## src/rtl/crc5_frame_ctrl.sv

```systemverilog
// rtl/crc5_frame_ctrl.sv - byte-stream CRC-5 trailer generator / checker
// Generate mode appends the frame CRC as a trailer byte; check mode verifies the last byte against it.
module crc5_frame_ctrl #(
  parameter logic [4:0] CRC_INIT = 5'h1F,
  parameter int         CNT_W    = 16
) (
  input  logic             ck,
  input  logic             rst,
  input  logic             mode,
  input  logic [7:0]       s_data,
  input  logic             s_valid,
  input  logic             s_last,
  output logic             s_ready,
  output logic [7:0]       m_data,
  output logic             m_valid,
  output logic             m_last,
  input  logic             m_ready,
  output logic [4:0]       crc_out,
  output logic             err_valid,
  output logic             crc_err,
  output logic [CNT_W-1:0] frame_cnt,
  output logic [7:0]       err_cnt
);

  typedef enum logic [1:0] {IDLE, FRAME, TRAIL} state_t;

  state_t     state, state_nxt;
  logic       mode_q;
  logic [4:0] crc;

  logic       slot_free;
  logic       in_xfer;
  logic       mode_eff;
  logic [4:0] base;
  logic [4:0] crc_upd;
  logic       trail_load;
  logic       chk_last;
  logic       chk_bad;

  function automatic logic [4:0] crc_next(input logic [4:0] q, input logic [7:0] d);
    logic [4:0] n;
    n[0] = q[0] ^ q[2] ^ q[3] ^ d[0] ^ d[3] ^ d[5] ^ d[6];
    n[1] = q[1] ^ q[3] ^ q[4] ^ d[1] ^ d[4] ^ d[6] ^ d[7];
    n[2] = q[0] ^ q[3] ^ q[4] ^ d[0] ^ d[2] ^ d[3] ^ d[6] ^ d[7];
    n[3] = q[0] ^ q[1] ^ q[4] ^ d[1] ^ d[3] ^ d[4] ^ d[7];
    n[4] = q[1] ^ q[2] ^ d[2] ^ d[4] ^ d[5];
    return n;
  endfunction

  // The first byte of a frame uses the live mode pin and CRC_INIT; later bytes use latched state.
  assign slot_free  = !m_valid || m_ready;
  assign s_ready    = (state != TRAIL) && slot_free;
  assign in_xfer    = s_valid && s_ready;
  assign mode_eff   = (state == IDLE) ? mode : mode_q;
  assign base       = (state == IDLE) ? CRC_INIT : crc;
  assign crc_upd    = crc_next(base, s_data);
  assign trail_load = (state == TRAIL) && slot_free;
  assign chk_last   = in_xfer && mode_eff && s_last;
  assign chk_bad    = (s_data[4:0] != base) || (s_data[7:5] != 3'b000);
  assign crc_out    = crc;

  always_ff @(posedge ck) begin
    if (rst) state <= IDLE;
    else     state <= state_nxt;
  end

  always_comb begin
    state_nxt = state;
    case (state)
      IDLE, FRAME: begin
        if (in_xfer) begin
          if (s_last) state_nxt = mode_eff ? IDLE : TRAIL;
          else        state_nxt = FRAME;
        end
      end
      TRAIL: begin
        if (slot_free) state_nxt = IDLE;
      end
      default: state_nxt = IDLE;
    endcase
  end

  always_ff @(posedge ck) begin
    if (rst) begin
      mode_q    <= 1'b0;
      crc       <= CRC_INIT;
      m_data    <= 8'h00;
      m_valid   <= 1'b0;
      m_last    <= 1'b0;
      err_valid <= 1'b0;
      crc_err   <= 1'b0;
      frame_cnt <= '0;
      err_cnt   <= 8'h00;
    end else begin
      err_valid <= 1'b0;
      if (in_xfer && state == IDLE) mode_q <= mode;
      // The check-mode trailer is compared, never folded into the CRC.
      if (in_xfer && !chk_last) crc <= crc_upd;

      if (slot_free) begin
        if (in_xfer) begin
          m_data  <= s_data;
          m_valid <= 1'b1;
          m_last  <= chk_last;
        end else if (trail_load) begin
          m_data  <= {3'b000, crc};
          m_valid <= 1'b1;
          m_last  <= 1'b1;
        end else begin
          m_valid <= 1'b0;
          m_last  <= 1'b0;
        end
      end

      if (chk_last) begin
        err_valid <= 1'b1;
        crc_err   <= chk_bad;
        if (chk_bad && err_cnt != 8'hFF) err_cnt <= err_cnt + 8'd1;
      end
      if (chk_last || trail_load) frame_cnt <= frame_cnt + {{(CNT_W-1){1'b0}}, 1'b1};
    end
  end

endmodule

```

## config.mk

```make
export PLATFORM = sky130hd
export DESIGN_NAME = crc5_frame_ctrl
export DESIGN_NICKNAME = d
export VERILOG_FILES = /design/src/rtl/crc5_frame_ctrl.sv
export SDC_FILE = /design/constraint.sdc
export NUM_CORES = 1
export LEC_CHECK = 0
export CAP_MARGIN = 40
export CORE_UTILIZATION = 40
export CTS_CLUSTER_SIZE = 8
export DETAILED_ROUTE_END_ITERATION = 6
export DONT_BUFFER_PORTS = 1
export PLACE_DENSITY = 0.56
export SYNTH_ARGS = -nofsm -noshare
export SYNTH_HDL_FRONTEND = slang
export SYNTH_SLANG_ARGS = --single-unit
export TNS_END_PERCENT = 10
```

## constraint.sdc

```tcl
create_clock -name ck -period 4 [get_ports ck]
set_input_delay 0.8 -clock ck [delete_from_list [all_inputs] [get_ports ck]]
set_output_delay 0.8 -clock ck [all_outputs]
set_load 0.02 [all_outputs]
```

==> results of run 1 <==
kinds of logic after synthesis:
group	Yosys count
adder cells (fa/ha/maj)	2
buffers and inverters	23
multiplexers	6
XOR/XNOR	36
flip-flops	44
AO/OA/AOI/OAI	52
AND/OR/NAND/NOR	122
state kept, by name, indices dropped and copies added, names as in the netlist:
name       flops
frame_cnt     16
err_cnt        8
m_data         8
crc_out        5
state          2
crc_err        1
err_valid      1
m_last         1
m_valid        1
mode_q         1
critical path, delay by kind of cell:
kind	cells	cell delay, ns
AOI/OAI and AO/OA	2	0.53
and+or+nand+nor	4	1.31
cell usage after synthesis, types with 8 or more instances:
master,n
clkbuf_1,11
o21ai_0,10
a21oi_1,19
nor3_1,8
nor2_1,36
and3_1,9
xnor2_1,20
dfxtp_1,44
nand4_1,15
nand2_1,23
xor2_1,16
path summary, 6_finish.rpt:
path | from | end | slack (ns) | depth (start not counted)
setup reg to reg | crc_out[3] | err_cnt[0] | 1.60 | 6
hold / removal | mode_q | mode_q | 0.50 | 2
setup / recovery | m_ready | err_cnt[5] | 1.59 | 6
hold reg to reg | mode_q | mode_q | 0.50 | 2
power groups by stage:
stage	logic, uW	registers, uW	clock network (uW)
4_1_cts	145	507	381
2_1_floorplan	139	501	0
5_1_grt	164	511	394
6_report	144	507	367
3_5_place_dp	145	518	0
3_3_place_gp	143	518	0
metrics by stage:
| step | instance area [um^2] | total power, uW | utilization (%) | std cells | hold WS, ns |
|---|---|---|---|---|---|
| global route | 2480 | 1070 | 44.5 | 350 | 0.538 |
| floorplan | 2330 | 641 | - | 285 | 0.467 |
| detailed placement | 2360 | 662 | 42.3 | 342 | 0.487 |
| global placement | 2360 | 662 | 42.3 | 342 | 0.486 |
| finish | 2480 | 1020 | 44.5 | 350 | 0.497 |
| CTS | 2480 | 1030 | 44.5 | 350 | 0.503 |
layout by cell type (no fill, tap or decap), types with 6 or more instances in the layout:
master and n:
clkbuf_8 6, nand4_1 15, nand2b_1 6, nor3_1 8, nand2_1 23, nor2_1 36
o221ai_1 6, dfxtp_1 44, o21ai_0 10, inv_1 6, and3_1 9, nand3_1 6
a21oi_1 19, xor2_1 16, xnor2_1 20
layout make-up:
class                      instances  area share [%]
tap                               72            3.63
timing repair buffer               2           0.605
multi-input combinational        218            54.4
clock inverter                     2            1.56
inverter                           6           0.908
clock buffer                       6            3.33
sequential                        44            35.5
layer usage:
metal	GRT usage, %	vias to the layer above	wire (um)
li1	-	981	-
met1	24.7	874	2660
met2	27.8	44	2310
met3	6.05	5	362
met4	5.93	0	61
met5	0	-	0
==> metrics.md, run 1 <==
| Metric | Value |
|---|---|
| Starting density of the core | `between 40% and 50%` |
| Hold WC Path Type | `reg -> reg` |
| Number of H-tree levels | `2` |
| Root Driver | `clkbuf_8` |
| Num CTS Buffers | `5` |
| Crit path kind | `in -> reg` |
| Clk slew on worst S/H paths | `0.09 ns` |
| Synth top area cells | `dfxtp_1 (38%), xnor2_1 (7.5%), xor2_1 (6.0%)` |
| Post-Synth Simple-Gate Area | `26.6%` |
| Critical Path AT | `2.65 ns` |
| Gr usage total | `18.4%` |
| Via count | `around 1900` |
| Worst Slack Setup Final | `about 1.6 ns` |
| CP max stage delay | `0.58 ns` |
| TritonCTS Sinks | `44` |
| Distinct cells, synth | `43` |
| Fin crit share | `between 60% and 70%` |
| Warning count from the yosys run | `0` |
| Chip width | `just under 80 um` |
| Clock Power Share | `36.1%` |
| Crit path max-delay cell type | `or4_1` |
| Fillers | `around 570` |
| Multi-input logic area | `between 1000 and 1500 um^2` |
| Clock Latency Late Sink | `0.30 ns` |
| Full die area | `about 6100 um^2` |
| CP max FO | `12` |
| Required @ worst endpoint | `4.24 ns` |
| Vias in the first global route | `1847` |
| Endpoint type of the worst setup path | `flop` |
| Vias/cell | `5.44` |
| Routed len/inst | `15.4 um` |
| Clock skew | `between 0.002 and 0.003 ns` |
| MaxCap Viol Count | `0` |
| First-pass GRT wire length | `8890 um` |
| Total setup buffers inserted after CTS | `0` |
| Psw | `290 uW` |
| DRC viols | `0` |
| Port bufs | `0` |
| Post-synth top area share | `37.8%` |
| Area Growth Syn to Fin | `6.44%` |
| Net Sw Frac | `28.5%` |
| Post-Syn Nets | `301` |
| Register area share after synthesis | `between 30% and 40%` |
| Initial antenna violation count | `0` |
| EDFF count, synth | `0` |
| Final WL | `5400 um` |
| Worst vdd ir | `207 uV` |
| Max Slew Vio Count | `0` |
| Combinational share of power | `14.2%` |
| Worst Tran Pin Value | `0.795 ns` |
| Final Hold Fails | `0` |
| Total gr overflow | `0` |
| Mean Syn Cell Area | `a little over 8 um^2` |
| Pin count of the biggest net entering global routing | `42` |
| Maximum root-to-sink buffer count | `2` |
| Endpoints failing setup | `0` |
| Post-CTS sizing | `0` |
| Mapped cell area | `2330 um^2` |
| Combinational family with the most area after synthesis | `simple AND/OR/NAND/NOR gates` |
| TNS Setup | `0 ns` |
| Hold_buf cts | `0` |
| Yosys reg bits | `44` |
| Iter 0 DRT Violations | `between 70 and 80` |
| TritonCTS clock tree | `yes` |
| Synth async-reset ratio | `0%` |
| Gpl congestion | `0.843` |
| # diodes | `0` |
| Final Net Count | `293` |
| First-pass DRT Iterations | `4` |
| Max Fclk | `just over 400 MHz` |
| P_leak | `0.000896 uW` |
| RSZ-0062 raised after global routing | `no` |
| Reg power frac | `49.8%` |
| Critical path, cell by cell | `nand2b_1 -> nand4_2 -> or2_1 -> o21bai_1 -> or4_1 -> a21oi_1` |
| Dpl ws | `1.28 ns` |
| Crit path launch type | `primary input` |
| FF/Latch Area | `881 um^2` |
| Final period demand of the worst path | `between 2 and 2.5 ns` |
| Power Density | `411 nW/um^2` |
| Most common flop cell mapped by yosys | `dfxtp_1` |
| Mux cell area share after synthesis | `between 2 and 3%` |
| Worst slew margin | `46.9%` |
| Pint | `729 uW` |
| Layout cells sized above 1 | `between 6 and 7%` |
| # IOs | `56` |
| XOR/XNOR Fraction of Synth Area | `13.5%` |
| Gate Count Post-Synth | `roughly 290` |
| Placeable Area | `around 5600 um^2` |
| DP Wirelength | `roughly 3800 um` |
| Synth area leader | `dfxtp_1` |
| Post-Synth Adder-Cell Area | `1.07%` |
| Run status | `finished, final reports clean` |
| Synth Area in Compound Gates | `14.0%` |
| Die H | `78.3 um` |
| Routed Antenna Nets | `0` |
| Rows | `27` |
Note: power is estimated with default switching activity, not from simulation.
==> run 2, diff against run 1 <==
--- a/config.mk
+++ b/config.mk
@@ -10,7 +10,7 @@
 export CTS_CLUSTER_SIZE = 8
 export DETAILED_ROUTE_END_ITERATION = 6
 export DONT_BUFFER_PORTS = 1
-export PLACE_DENSITY = 0.56
+export PLACE_DENSITY = 0.58
 export SYNTH_ARGS = -nofsm -noshare
 export SYNTH_HDL_FRONTEND = slang
 export SYNTH_SLANG_ARGS = --single-unit
==> constraint.sdc (replaced) <==
create_clock -name ck -period 2 [get_ports ck]
set_input_delay 0.4 -clock ck [delete_from_list [all_inputs] [get_ports ck]]
set_output_delay 0.4 -clock ck [all_outputs]
set_load 0.02 [all_outputs]
==> run 2 against run 1 <==
Against the previous run: setup slack got worse by 1.5 ns; cell count rose by 11%; wire length rose by 11%; sequential cell count did not move; utilization rose by 5.5 points; clock skew rose by 0.0030 ns; non-clock buffer count rose by 37; largest power group unchanged; largest cell class unchanged; clock power rose by 51%; die area did not move.
==> metrics.md, run 2 (synthesized netlist as in run 1, its figures left out) <==
| Metric | Value |
|---|---|
| Run status | `finished, final reports clean (unchanged)` |
| Clock Latency Late Sink | `0.29 ns (was 0.30 ns)` |
| Gpl congestion | `0.819 (was 0.843)` |
| # diodes | `0 (unchanged)` |
| Vias in the first global route | `2002 (was 1847)` |
| Fin crit share | `96.5%` |
| Layout cells sized above 1 | `20.6% (was 6.83%)` |
| Full die area | `6130 um^2 (unchanged)` |
| MaxCap Viol Count | `0 (unchanged)` |
| Iter 0 DRT Violations | `88 (was 79)` |
| Worst vdd ir | `336 uV (was 207 uV)` |
| Starting density of the core | `41.8% (unchanged)` |
| RSZ-0062 raised after global routing | `yes (was no)` |
| Max Fclk | `roughly 520 MHz` |
| Routed Antenna Nets | `0 (unchanged)` |
| TritonCTS clock tree | `yes (unchanged)` |
| Root Driver | `clkbuf_8 (unchanged)` |
| Multi-input logic area | `1400 um^2 (was 1350 um^2)` |
| Clock skew | `0.00591 ns (was 0.00289 ns)` |
| Port bufs | `0 (unchanged)` |
| Fillers | `570 (was 573)` |
| Final Net Count | `330 (was 293)` |
| Most flop-heavy register | `frame_cnt (unchanged)` |
| Reg-to-reg setup timing slack | `0.07 ns (was 1.60 ns)` |
| Hold slack final | `0.153 ns (was 0.497 ns)` |
| Chip width | `78.3 um (unchanged)` |
| DP Wirelength | `4360 um (was 3790 um)` |
| Max Slew Vio Count | `0 (unchanged)` |
| Required @ worst endpoint | `2.24 ns (was 4.24 ns)` |
| Power Density | `698 nW/um^2 (was 411 nW/um^2)` |
| Crit path launch type | `flop (was primary input)` |
| Hold_buf cts | `0 (unchanged)` |
| First-pass DRT Iterations | `4 (unchanged)` |
| FF/Latch Area | `890 um^2 (was 881 um^2)` |
| Final Hold Fails | `0 (unchanged)` |
| Vias/cell | `5.33 (was 5.44)` |
| Clk slew on worst S/H paths | `0.08 ns (was 0.09 ns)` |
| Max reg flops | `16 (unchanged)` |
| CP max FO | `6 (was 12)` |
| Endpoint type of the worst setup path | `flop (unchanged)` |
| First-pass GRT wire length | `9720 um (was 8890 um)` |
| Commonest non-fill, non-tap cell in the layout | `dfxtp_1 (unchanged)` |
| Hold WC Path Type | `in -> reg (was reg -> reg)` |
| Critical Path AT | `2.17 ns (was 2.65 ns)` |
| Final WL | `6020 um (was 5400 um)` |
| Initial antenna violation count | `0 (unchanged)` |
| Via count | `2063 (was 1904)` |
| P_leak | `0.00107 uW (was 0.000896 uW)` |
| Crit path kind | `reg -> reg (was in -> reg)` |
| DP Area | `2640 um^2 (was 2360 um^2)` |
| Most frequent cells in the layout | `dfxtp_1 (41), buf_4 (38), nor2_1 (36) (was dfxtp_1 (44), nor2_1 (36), nand2_1 (23))` |
| Number of H-tree levels | `2 (unchanged)` |
| Pin count of the biggest net entering global routing | `42 (unchanged)` |
| Num CTS Buffers | `5 (unchanged)` |
| Placeable Area | `5570 um^2 (unchanged)` |
| Final total power | `1940 uW (was 1020 uW)` |
| Worst Tran Pin Value | `0.497 ns (was 0.795 ns)` |
| Rows | `27 (unchanged)` |
| Maximum root-to-sink buffer count | `2 (unchanged)` |
| Area Growth Syn to Fin | `19.5% (was 6.44%)` |
| Die H | `78.3 um (unchanged)` |
| Endpoints failing setup | `0 (unchanged)` |
| Total gr overflow | `0 (unchanged)` |
| TritonCTS Sinks | `44 (unchanged)` |
| DRC viols | `0 (unchanged)` |
| Worst slew margin | `66.7% (was 46.9%)` |
| Gr usage total | `20.2% (was 18.4%)` |
| Routed len/inst | `15.5 um (was 15.4 um)` |
| Regs by FF count | `frame_cnt (16), err_cnt (8), m_data (8) (unchanged)` |
| Final period demand of the worst path | `1.93 ns` |
| # IOs | `56 (unchanged)` |
| Design area | `2790 um^2 (was 2480 um^2)` |
[run 2: cell types whose count changed in the layout (fill, tap and decap cells not counted), moves of 2 or more]
cell and change:
or4_4 +2, a21oi_1 -2, buf_4 +36, clkbuf_1 +2, dfxtp_4 +2, a21oi_2 +2
nand2b_1 -2, dfxtp_1 -3, or4_1 -2, nand2b_4 +2
[run 2: worst paths after layout]
kind,from,to,depth (start not counted)
setup / recovery,state[1],err_cnt[5],8
hold / removal,rst,err_cnt[7],1
setup reg to reg,state[1],err_cnt[5],8
hold reg to reg,err_cnt[2],err_cnt[2],2
[run 2: per-layer routing]
layer | GRT usage [%] | wire [um] | vias up
met4 | 6.48 | 102 | 0
met1 | 25.8 | 2800 | 959
met5 | 0 | 0 | -
li1 | - | - | 1055
met3 | 5.35 | 315 | 8
met2 | 32.9 | 2800 | 41
[run 2: where the power goes]
part / total [uW] / internal [uW] / leakage [uW] / switching (uW)
registers: 976 / 913 / 0.000359 / 62.6
logic: 416 / 200 / 0.000673 / 216
clock network: 553 / 250 / 0.0000424 / 303
[run 2: worst max-delay path: stages, from the launching register on]
cell,delay (ns)
dfxtp_4,0.38
nor2_4,0.15
buf_6,0.12
o41ai_1,0.07
a31oi_1,0.25
o21bai_4,0.12
buf_4,0.15
or4_4,0.51
a21oi_2,0.13
[run 2: through the flow]
step,setup slack (ns),TNS (ns),utilization [%],std cells
global placement,-0.00129,-0.00129,47.3,378
floorplan,-0.00817,-0.0143,-,285
finish,0.0708,0,50.0,387
CTS,0.000361,0,49.0,386
global route,-0.0272,-0.0342,50.0,387
detailed placement,-0.0508,-0.147,47.3,378
[run 2: cell type report]
class / instances / area share [%]
Multi-Input combinational cell: 218 / 50.3
Tap cell: 72 / 3.23
Timing Repair Buffer: 39 / 10.6
Sequential cell: 44 / 31.9
Clock buffer: 7 / 2.74
Clock inverter: 1 / 0.314
Inverter: 6 / 0.809
[run 2: repair_timing]
item	4_1_cts	5_1_grt
endpoints found under the setup margin	6	3
pin swaps	0	4
cloned	0	0
resized for setup	2	13
setup buffers	0	1
endpoints found under the hold margin	0	0
==> run 3, diff against run 2 <==
--- a/config.mk
+++ b/config.mk
@@ -10,7 +10,7 @@
 export CTS_CLUSTER_SIZE = 8
 export DETAILED_ROUTE_END_ITERATION = 6
 export DONT_BUFFER_PORTS = 1
-export PLACE_DENSITY = 0.58
+export PLACE_DENSITY = 0.56
 export SYNTH_ARGS = -nofsm -noshare
 export SYNTH_HDL_FRONTEND = slang
 export SYNTH_SLANG_ARGS = --single-unit
==> constraint.sdc (replaced) <==
create_clock -name ck -period 2.2 [get_ports ck]
set_input_delay 0.44 -clock ck [delete_from_list [all_inputs] [get_ports ck]]
set_output_delay 0.44 -clock ck [all_outputs]
set_load 0.02 [all_outputs]
==> run 3 against run 2 <==
Against the previous run: via count shrank 2.0%; clock power grew 23%; combinational power shrank 18%; count of clock-buffer cells in the layout shrank 1; utilization shrank 2.0 points; sequential power shrank 9.2%; first-iteration DRC count grew 36%; largest cell class unchanged; sequential cell count is the same; global-route usage shrank 0.64 points; highest routed layer unchanged.
==> metrics.md, run 3 (synthesized netlist as in run 1, its figures left out) <==
| Metric | Value |
|---|---|
| MaxCap Viol Count | `0 (unchanged)` |
| Area Growth Syn to Fin | `14.8% (was 19.5%)` |
| Max Used Layer | `met4 (unchanged)` |
| DRC viols | `0 (unchanged)` |
| Gr usage total | `19.5% (was 20.2%)` |
| DP Wirelength | `4050 um (was 4360 um)` |
| Iter 0 DRT Violations | `120 (was 88)` |
| Via count | `2021 (was 2063)` |
| Final period demand of the worst path | `2.08 ns (was 1.93 ns)` |
| CP max FO | `8 (was 6)` |
| Net Sw Frac | `28.7% (was 29.9%)` |
| Full die area | `6130 um^2 (unchanged)` |
| Chip width | `78.3 um (unchanged)` |
| Final Hold Fails | `0 (unchanged)` |
| Critical Path AT | `2.33 ns (was 2.17 ns)` |
| Wl on met1 | `2860 um (was 2800 um)` |
| Total gr overflow | `0 (unchanged)` |
| Most flop-heavy register | `frame_cnt (unchanged)` |
| Worst Tran Pin Value | `0.553 ns (was 0.497 ns)` |
| Layout cells sized above 1 | `14.6% (was 20.6%)` |
| Psw | `546 uW (was 582 uW)` |
| Routed Antenna Nets | `0 (unchanged)` |
| Worst reg2reg endpoint | `err_cnt[7] (was err_cnt[5])` |
| Required @ worst endpoint | `2.44 ns (was 2.24 ns)` |
| Die H | `78.3 um (unchanged)` |
| Maximum root-to-sink buffer count | `2 (unchanged)` |
| Combinational share of power | `17.9% (was 21.4%)` |
| TNS Setup | `0 ns (unchanged)` |
| Rows | `27 (unchanged)` |
| Most frequent cells in the layout | `dfxtp_1 (44), nor2_1 (36), buf_4 (24) (was dfxtp_1 (41), buf_4 (38), nor2_1 (36))` |
| Port bufs | `0 (unchanged)` |
| Final Net Count | `316 (was 330)` |
| Worst Hold Depth | `1 (unchanged)` |
| Final WL | `5670 um (was 6020 um)` |
| Metal3 WL | `384 um (was 315 um)` |
| # IOs | `56 (unchanged)` |
| Clock Power Share | `35.6% (was 28.4%)` |
| Clock skew | `0.00718 ns (was 0.00591 ns)` |
| Vias/cell | `5.42 (was 5.33)` |
| Pint | `1360 uW (about the same)` |
| TritonCTS clock tree | `yes (unchanged)` |
| Power Density | `712 nW/um^2 (was 698 nW/um^2)` |
| Run status | `finished, final reports clean (unchanged)` |
| Crit path kind | `reg -> reg (unchanged)` |
| P_leak | `0.00101 uW (was 0.00107 uW)` |
| Routed len/inst | `15.2 um (was 15.5 um)` |
| Fillers | `567 (was 570)` |
| Clk slew on worst S/H paths | `0.09 ns (was 0.08 ns)` |
| Num CTS Buffers | `5 (unchanged)` |
| Regs by FF count | `frame_cnt (16), err_cnt (8), m_data (8) (unchanged)` |
| Vias in the first global route | `1893 (was 2002)` |
| Crit path launch type | `flop (unchanged)` |
| Placeable Area | `5570 um^2 (unchanged)` |
| Reg-to-reg setup timing slack | `0.12 ns (was 0.07 ns)` |
| Max Slew Vio Count | `0 (unchanged)` |
| Worst r2r path cells | `6 (was 8)` |
| Clock Latency Late Sink | `0.30 ns (was 0.29 ns)` |
| TritonCTS Sinks | `44 (unchanged)` |
| # diodes | `0 (unchanged)` |
| Endpoint type of the worst setup path | `flop (unchanged)` |
| Reg power frac | `46.5% (was 50.2%)` |
| FF-to-FF Start | `state[0] (was state[1])` |
| First-pass GRT wire length | `9430 um (was 9720 um)` |
| Final total power | `1900 uW (was 1940 uW)` |
| Number of H-tree levels | `2 (unchanged)` |
| Pin count of the biggest net entering global routing | `42 (unchanged)` |
| Initial antenna violation count | `0 (unchanged)` |
| Met2 Routed Length | `2380 um (was 2800 um)` |
| Root Driver | `clkbuf_8 (unchanged)` |
| FF/Latch Area | `881 um^2 (was 890 um^2)` |
| Commonest non-fill, non-tap cell in the layout | `dfxtp_1 (unchanged)` |
| Multi-input logic area | `1360 um^2 (was 1400 um^2)` |
| Gpl congestion | `0.807 (was 0.819)` |
| Starting density of the core | `41.8% (unchanged)` |
| Hold path startpoint | `rst (unchanged)` |
| Max Fclk | `480 MHz (was 518 MHz)` |
| Hold EP | `err_cnt[5] (was err_cnt[7])` |
| Endpoints failing setup | `0 (unchanged)` |
| First-pass DRT Iterations | `4 (unchanged)` |
| Hold WC Path Type | `in -> reg (unchanged)` |
| Hold slack final | `0.198 ns (was 0.153 ns)` |
| Max reg flops | `16 (unchanged)` |
| Worst vdd ir | `400 uV (was 336 uV)` |
| Fin crit share | `94.6% (was 96.5%)` |
| RSZ-0062 raised after global routing | `no (was yes)` |
| Worst slew margin | `62.9% (was 66.7%)` |
## run 3: cell types whose count changed in the layout (fill, tap and decap cells not counted), sizes merged
| cell | previous run | this run |
|---|---|---|
| bufinv | 0 | 1 |
| buf | 39 | 25 |
| clkbuf | 7 | 6 |
## run 3: layout make-up
class                      count  area share [%]
multi-input combinational    218            50.8
sequential                    44            32.9
timing repair buffer          25            7.49
tap                           72            3.37
clock buffer                   6            3.09
clock inverter                 2            1.45
inverter                       6           0.842
## run 3: how the worst max path moves through the flow
stage | cells past startpoint | start | endpoint
detailed placement | 6 | state[0] | err_cnt[4]
global route | 6 | state[0] | err_cnt[5]
floorplan | 8 | m_ready | err_cnt[3]
CTS | 6 | state[0] | err_cnt[5]
finish | 6 | state[0] | err_cnt[7]
global placement | 6 | state[0] | err_cnt[7]
## run 3: layer usage
metal,vias to the layer above,track usage (%)
met3,6,6.05
met1,935,28.1
met2,54,27.5
li1,1026,-
met5,-,0
met4,0,6.11
## run 3: stage by stage
step	std cells	cell area, um^2	utilization (%)	worst slack [ns]
after floorplan	285	2330	-	0.0965
after global placement	365	2540	45.6	0.134
after detailed placement	365	2540	45.6	0.104
after CTS	373	2670	47.8	0.0772
after global routing	373	2670	48.0	0.0185
final	373	2670	48.0	0.118
## run 3: repair_timing
action / 4_1_cts / 5_1_grt
hold buffers: 0 / 0
setup buffers: 0 / 0
endpoints found under the setup margin: 0 / 6
hold endpoints to repair: 0 / 0
resized for setup: 0 / 2
## run 3: critical path, cell delays in order (launching register included)
cell,delay (ns)
dfxtp_1,0.47
nand2b_1,0.19
nand4_2,0.16
or2_1,0.27
o21bai_2,0.27
or4_1,0.53
a21oi_1,0.14
## run 3: power groups by stage
| stage | Clock (uW) | Combinational [uW] | Sequential [uW] |
|---|---|---|---|
| floorplan | 0 | 253 | 911 |
| global placement | 0 | 338 | 906 |
| detailed placement | 0 | 339 | 905 |
| CTS | 689 | 341 | 886 |
| global route | 724 | 381 | 890 |
| finish | 678 | 340 | 886 |
